--- src/rtl/timer_arbiter.sv ---
// rtl/timer_arbiter.sv - two-master arbiter in front of a single timer register port with owner-routed IRQ

module timer_arbiter #(
    parameter int FIXED_PRIO = 0
) (
    input  logic        clk,
    input  logic        rst_n,

    input  logic        m0_req,
    input  logic [1:0]  m0_addr,
    input  logic        m0_wen,
    input  logic [31:0] m0_wdata,
    output logic        m0_ack,
    output logic [31:0] m0_rdata,
    output logic        m0_irq,

    input  logic        m1_req,
    input  logic [1:0]  m1_addr,
    input  logic        m1_wen,
    input  logic [31:0] m1_wdata,
    output logic        m1_ack,
    output logic [31:0] m1_rdata,
    output logic        m1_irq,

    output logic [1:0]  t_addr,
    output logic        t_wen,
    output logic [31:0] t_wdata,
    input  logic [31:0] t_rdata,
    input  logic        t_irq
);

    localparam logic [1:0] ADDR_CTRL = 2'd0;
    localparam logic [1:0] ADDR_RSVD = 2'd3;

    typedef enum logic [1:0] {
        S_IDLE   = 2'd0,
        S_ACCESS = 2'd1,
        S_ACK    = 2'd2
    } state_t;

    state_t      state_q;
    state_t      state_d;

    logic        gnt_q;        // 0 = M0, 1 = M1
    logic        rr_last_q;
    logic        owner_q;

    logic        any_req;
    logic        gnt_d;
    logic [1:0]  sel_addr;
    logic        sel_wen;
    logic [31:0] sel_wdata;
    logic [31:0] rd_value;

    // Tie-break: fixed priority favours M0, otherwise the master not served last.
    always_comb begin
        any_req = m0_req | m1_req;
        gnt_d   = 1'b0;
        if (m0_req && m1_req) begin
            gnt_d = (FIXED_PRIO != 0) ? 1'b0 : ~rr_last_q;
        end else if (m1_req) begin
            gnt_d = 1'b1;
        end
    end

    always_comb begin
        sel_addr  = m0_addr;
        sel_wen   = m0_wen;
        sel_wdata = m0_wdata;
        if (gnt_d) begin
            sel_addr  = m1_addr;
            sel_wen   = m1_wen;
            sel_wdata = m1_wdata;
        end
    end

    always_comb begin
        rd_value = t_rdata;
        if (t_addr == ADDR_RSVD) begin
            rd_value = 32'd0;
        end
    end

    always_ff @(posedge clk or negedge rst_n) begin
        if (!rst_n) begin
            state_q <= S_IDLE;
        end else begin
            state_q <= state_d;
        end
    end

    always_comb begin
        state_d = state_q;
        case (state_q)
            S_IDLE:   if (any_req) state_d = S_ACCESS;
            S_ACCESS: state_d = S_ACK;
            S_ACK:    state_d = S_IDLE;
            default:  state_d = S_IDLE;
        endcase
    end

    always_ff @(posedge clk or negedge rst_n) begin
        if (!rst_n) begin
            t_addr    <= 2'd0;
            t_wen     <= 1'b0;
            t_wdata   <= 32'd0;
            gnt_q     <= 1'b0;
            rr_last_q <= 1'b1;
            owner_q   <= 1'b0;
            m0_ack    <= 1'b0;
            m1_ack    <= 1'b0;
            m0_rdata  <= 32'd0;
            m1_rdata  <= 32'd0;
            m0_irq    <= 1'b0;
            m1_irq    <= 1'b0;
        end else begin
            m0_irq <= t_irq & ~owner_q;
            m1_irq <= t_irq &  owner_q;
            m0_ack <= 1'b0;
            m1_ack <= 1'b0;
            t_wen  <= 1'b0;
            case (state_q)
                S_IDLE: begin
                    if (any_req) begin
                        gnt_q     <= gnt_d;
                        rr_last_q <= gnt_d;
                        t_addr    <= sel_addr;
                        t_wdata   <= sel_wdata;
                        t_wen     <= sel_wen && (sel_addr != ADDR_RSVD);
                    end
                end
                S_ACCESS: begin
                    // The timer write commits on this same edge, so t_wen doubles as "real write".
                    if (gnt_q) begin
                        m1_rdata <= rd_value;
                        m1_ack   <= 1'b1;
                    end else begin
                        m0_rdata <= rd_value;
                        m0_ack   <= 1'b1;
                    end
                    if (t_wen && (t_addr == ADDR_CTRL)) begin
                        owner_q <= gnt_q;
                    end
                end
                default: begin
                end
            endcase
        end
    end

endmodule
--- config.mk ---
export PLATFORM = sky130hd
export DESIGN_NAME = timer_arbiter
export DESIGN_NICKNAME = d
export VERILOG_FILES = /design/src/rtl/timer_arbiter.sv
export SDC_FILE = /design/constraint.sdc
export NUM_CORES = 1
export LEC_CHECK = 0
export ABC_AREA = 1
export ABC_CLOCK_PERIOD_IN_PS = 1650
export BUFFER_PORTS_ARGS = -buffer_cell sky130_fd_sc_hd__buf_2
export CAP_MARGIN = 10
export CELL_PAD_IN_SITES_DETAIL_PLACEMENT = 1
export CELL_PAD_IN_SITES_GLOBAL_PLACEMENT = 1
export CORE_UTILIZATION = 33
export DETAILED_ROUTE_END_ITERATION = 16
export PLACE_DENSITY = 0.85
export SLEW_MARGIN = 20
export SYNTH_ARGS = -nofsm -noshare
export SYNTH_HDL_FRONTEND = slang
export SYNTH_SLANG_ARGS = --single-unit
export TNS_END_PERCENT = 5
--- constraint.sdc ---
create_clock -name clk -period 1.65 [get_ports clk]
set_input_delay 0 -clock clk [delete_from_list [all_inputs] [get_ports clk]]
set_output_delay 0 -clock clk [all_outputs]
set_load 0.03 [all_outputs]
==> impl_results.rst <==
.. list-table::
   :header-rows: 1

   * - Metric
     - Value
   * - Result of the run
     - completed
   * - Startpoint of the worst hold path
     - m1_wen
   * - Placeable Area
     - between 10000 and 15000 um2
   * - Cell Pwr Density
     - 1940 nW/um2
   * - Kind of end point of the critical path
     - flop
   * - Clock network fraction of total power
     - between 15 and 20%
   * - Layout cells sized above 1
     - between 20% and 30%
   * - Global router's overall resource usage
     - between 20% and 30%
   * - Avg Inst Size Synth
     - about 8.4 um2
   * - Total of warnings raised by yosys
     - 0
   * - Final non-filler cell area
     - between 7000 and 8000 um2
   * - Startpoint of the worst-slack reg-to-reg timing path
     - rr_last_q
   * - DR vias
     - 4868
   * - Hold endpoint
     - t_wen
   * - Number of violations reported at the end of detailed-routing iteration 0
     - 290
   * - Antenna violations before repair
     - 3
   * - Clock sinks
     - between 100 and 150
   * - Hold depth
     - 4
   * - Number of DRC violations after detailed routing
     - 0
   * - Sequential cell area
     - around 2700 um2
   * - FF+latch count, synth
     - about 110
   * - First-pass iteration count of the detailed router
     - 4
   * - Post-detailed-route via-to-cell ratio
     - ~4.8
   * - Classification of the worst setup path
     - flop to flop
   * - Worst relative slew slack
     - 66.22%
   * - Starting density of the core
     - 33.82%
   * - Critical R2R Capture
     - t_wdata[3]
   * - Post-route clock period utilization
     - around 92%
   * - Synth area leaders
     - sky130_fd_sc_hd__dfrtp_1 (60%), sky130_fd_sc_hd__nand2_1 (26%), sky130_fd_sc_hd__o21ai_0 (7.4%)
   * - Clk_lat worst skew
     - about 0.34 ns
   * - TritonCTS buffer count
     - 9
   * - Placement Rows
     - between 40 and 50
   * - Wirelength per Cell
     - about 17 um
   * - Share of power burned in registers
     - around a third
   * - Register clock-pin slew on the reported worst setup and hold paths
     - approximately 0.070 ns
   * - Peak clock frequency supported by timing
     - between 600 and 700 MHz
   * - TNS Setup
     - 0 ns
   * - Largest net degree at the start of global routing
     - 66
   * - First-pass GRT wire length
     - roughly 28000 um
   * - Final setup skew
     - between 0.005 and 0.006 ns
   * - Final number of setup-violating endpoints
     - 0
   * - Slowest stage cell on the critical path
     - sky130_fd_sc_hd__dfstp_2
   * - Worst vdd ir
     - roughly 0.72 mV
   * - Routability cong.
     - 0.7611
   * - Proportion of power drawn by combinational gates
     - about 50%
   * - Leakage component of the power
     - between 0.003 and 0.004 uW
   * - Total congestion overflow
     - 0
   * - CTS H-tree lvls
     - 3
   * - Setup crit start kind
     - flop
   * - Layout overhead on the synthesized area
     - 56.96%
   * - Most frequent cell on the critical path
     - sky130_fd_sc_hd__nand2_1
   * - Total die area
     - 14040 um2
   * - Cell total after placement
     - roughly 900
   * - Number of buffers on the longest clock path
     - 2
   * - Hold Violations, Final
     - 0
   * - Class of the most critical hold timing path
     - primary input to flop
   * - Data arrival at the endpoint of the critical path
     - around 1.8 ns
   * - Final HPWL from detailed placement
     - 9567 um
   * - Tightest Pin Transition
     - 0.5067 ns
   * - Largest fanout on the critical path
     - 24
   * - Netlist area before placement
     - 4479 um2
   * - Nets
     - around 940
   * - Cell count of the worst reg-to-reg path
     - 7
   * - Worst endpoint required time
     - around 1.9 ns
   * - Die Width
     - between 100 and 150 um
   * - Number of distinct library cell variants in the gate-level netlist after synthesis
     - 19
   * - Final critical-path required period
     - around 1.5 ns
   * - Slowest Stage Delay on Critical Path
     - 0.53 ns
   * - Cell breakdown of the critical path
     - nand2_1 > nand2_2 > buf_4 > nand2_1 > nand2_1 > nand2_1 > nand2_1
   * - Root buf cell
     - sky130_fd_sc_hd__clkbuf_16
   * - Proportion of synthesized chip area in sequential cells
     - 60.36%
   * - Remaining number of nets flagged by the antenna check after routing
     - 0
   * - Total count of max-transition violations in the final report
     - 0
   * - Total cell area at the placement stage
     - approximately 5700 um2
   * - Fraction of post-synthesis cell area in the top cell type by area
     - between 50% and 60%
   * - Number of nets produced by synthesis
     - 643
   * - Largest area contributor in the netlist
     - sky130_fd_sc_hd__dfrtp_1
   * - Number of buffers inserted by port buffering
     - 209
   * - Total of fill cells in the finished design
     - between 1500 and 2000
   * - Switching Power
     - approximately 6700 uW
   * - Chip height
     - ~120 um
   * - Share of total power consumed by net switching
     - 48.86%
   * - TritonCTS clock tree
     - built
   * - Layout Cells excl Fill
     - approximately 1000
   * - Cell-internal power
     - ~7000 uW
   * - Ports placed on the boundary
     - 210
   * - Area of combinational cells with multiple inputs
     - approximately 1600 um2
   * - Max capacitance violation total
     - 0
   * - Number of global-route vias before repair
     - roughly 5500
   * - Total detailed-routing wirelength
     - 17620 um
   * - Setup repair after global routing missed its margin
     - false
   * - Register-to-register path setup slack
     - 0.14 ns
   * - Number of cells produced by synthesis
     - ~540
## cell type report
class / instances / share of cell area, %
Antenna cell: 3 / 0.1068
Clock buffer: 10 / 3.257
Clock inverter: 6 / 1.014
Inverter: 13 / 0.7653
Multi-Input combinational cell: 386 / 22.30
Sequential cell: 108 / 38.46
Tap cell: 176 / 3.132
Timing Repair Buffer: 318 / 30.97
## critical path: cells and delay by family, from the launching register on
kind | cells | cell delay (ns)
flops | 1 | 0.53
simple gates | 6 | 0.62
buf+inv | 1 | 0.28
## sequential cells by signal, summed over array words and instances, names as in the netlist
signal	cells
t_wen	1
m0_rdata	32
state_q	2
m1_rdata	32
t_addr	2
m1_ack	1
m0_ack	1
m1_irq	1
gnt_q	1
m0_irq	1
owner_q	1
rr_last_q	1
t_wdata	32
## per-layer routing
| layer | vias up | GRT usage, % | wire [um] |
|---|---|---|---|
| li1 | 2260 | - | - |
| met1 | 2321 | 28.75 | 6926 |
| met2 | 223 | 44.74 | 8790 |
| met3 | 64 | 6.515 | 1107 |
| met4 | 0 | 12.58 | 797 |
| met5 | - | 0 | 0 |
## placed cells by master, fill, tap and decap left out, drive strengths merged
cell / n
nand2: 306
buf: 219
dfrtp: 107
dlygate4sd3: 99
o21ai: 68
inv: 15
clkbuf: 10
nor2: 7
diode: 3
nand3: 3
nand3b: 2
clkinvlp: 2
bufinv: 1
clkinv: 1
dfstp: 1
## how the worst max path moves through the flow
stage	cells past startpoint	slack, ns	from	to
global placement	6	0.31	rr_last_q	t_addr[1]
floorplan	4	0.40	t_addr[0]	m1_rdata[24]
CTS	7	0.18	rr_last_q	t_wdata[7]
finish	7	0.14	rr_last_q	t_wdata[3]
detailed placement	7	0.18	rr_last_q	t_wdata[7]
global route	7	0.06	rr_last_q	t_wdata[3]
## power by group through the flow
stage	registers [uW]	logic [uW]	clock network (uW)
after global placement	4500	6290	0
after CTS	4540	6690	2270
after floorplan	6810	2080	0
after global routing	4720	7360	2370
final	4590	6840	2210
after detailed placement	4570	6500	0
## logic make-up (layout without fill, tap and decap cells)
group / count (synthesis) / count (layout) / synth area share [%]
simple gates: 318 / 318 / 27.29
flops: 108 / 108 / 60.36
compound gates: 68 / 68 / 7.598
buf+inv: 42 / 347 / 4.749
other cells: 0 / 3 / 0
## cells in the mapped netlist
master	instances
sky130_fd_sc_hd__nand2_1	305
sky130_fd_sc_hd__dfrtp_1	107
sky130_fd_sc_hd__o21ai_0	66
sky130_fd_sc_hd__buf_2	14
sky130_fd_sc_hd__inv_1	11
sky130_fd_sc_hd__clkbuf_1	7
sky130_fd_sc_hd__nor2_1	5
sky130_fd_sc_hd__buf_4	3
sky130_fd_sc_hd__buf_6	3
sky130_fd_sc_hd__nand3_1	3
sky130_fd_sc_hd__nand3b_1	2
sky130_fd_sc_hd__nor2_4	2
sky130_fd_sc_hd__o21ai_1	2
sky130_fd_sc_hd__buf_1	1
sky130_fd_sc_hd__clkbuf_2	1
sky130_fd_sc_hd__dfstp_2	1
sky130_fd_sc_hd__inv_2	1
sky130_fd_sc_hd__inv_4	1
sky130_fd_sc_hd__nand2_2	1
## per-stage QoR
stage / utilization [%] / total power, uW / worst slack [ns] / hold slack, ns
6_report: 53.09 / 13640 / 0.1391 / 0.03606
3_3_place_gp: 43.26 / 10800 / 0.3144 / -0.001636
3_5_place_dp: 43.26 / 11070 / 0.1839 / 0.009134
5_1_grt: 53.09 / 14450 / 0.05650 / 0.06278
4_1_cts: 53.01 / 13500 / 0.1765 / 0.007132
2_1_floorplan: - / 8885 / 0.3952 / -0.2956
## timing repair
item	CTS	global route
setup buffers	0	0
endpoints found under the hold margin	131	0
hold buffers	99	0
resized for setup	0	2
setup endpoints to repair	0	2
Note: power is estimated with default switching activity, not from simulation.
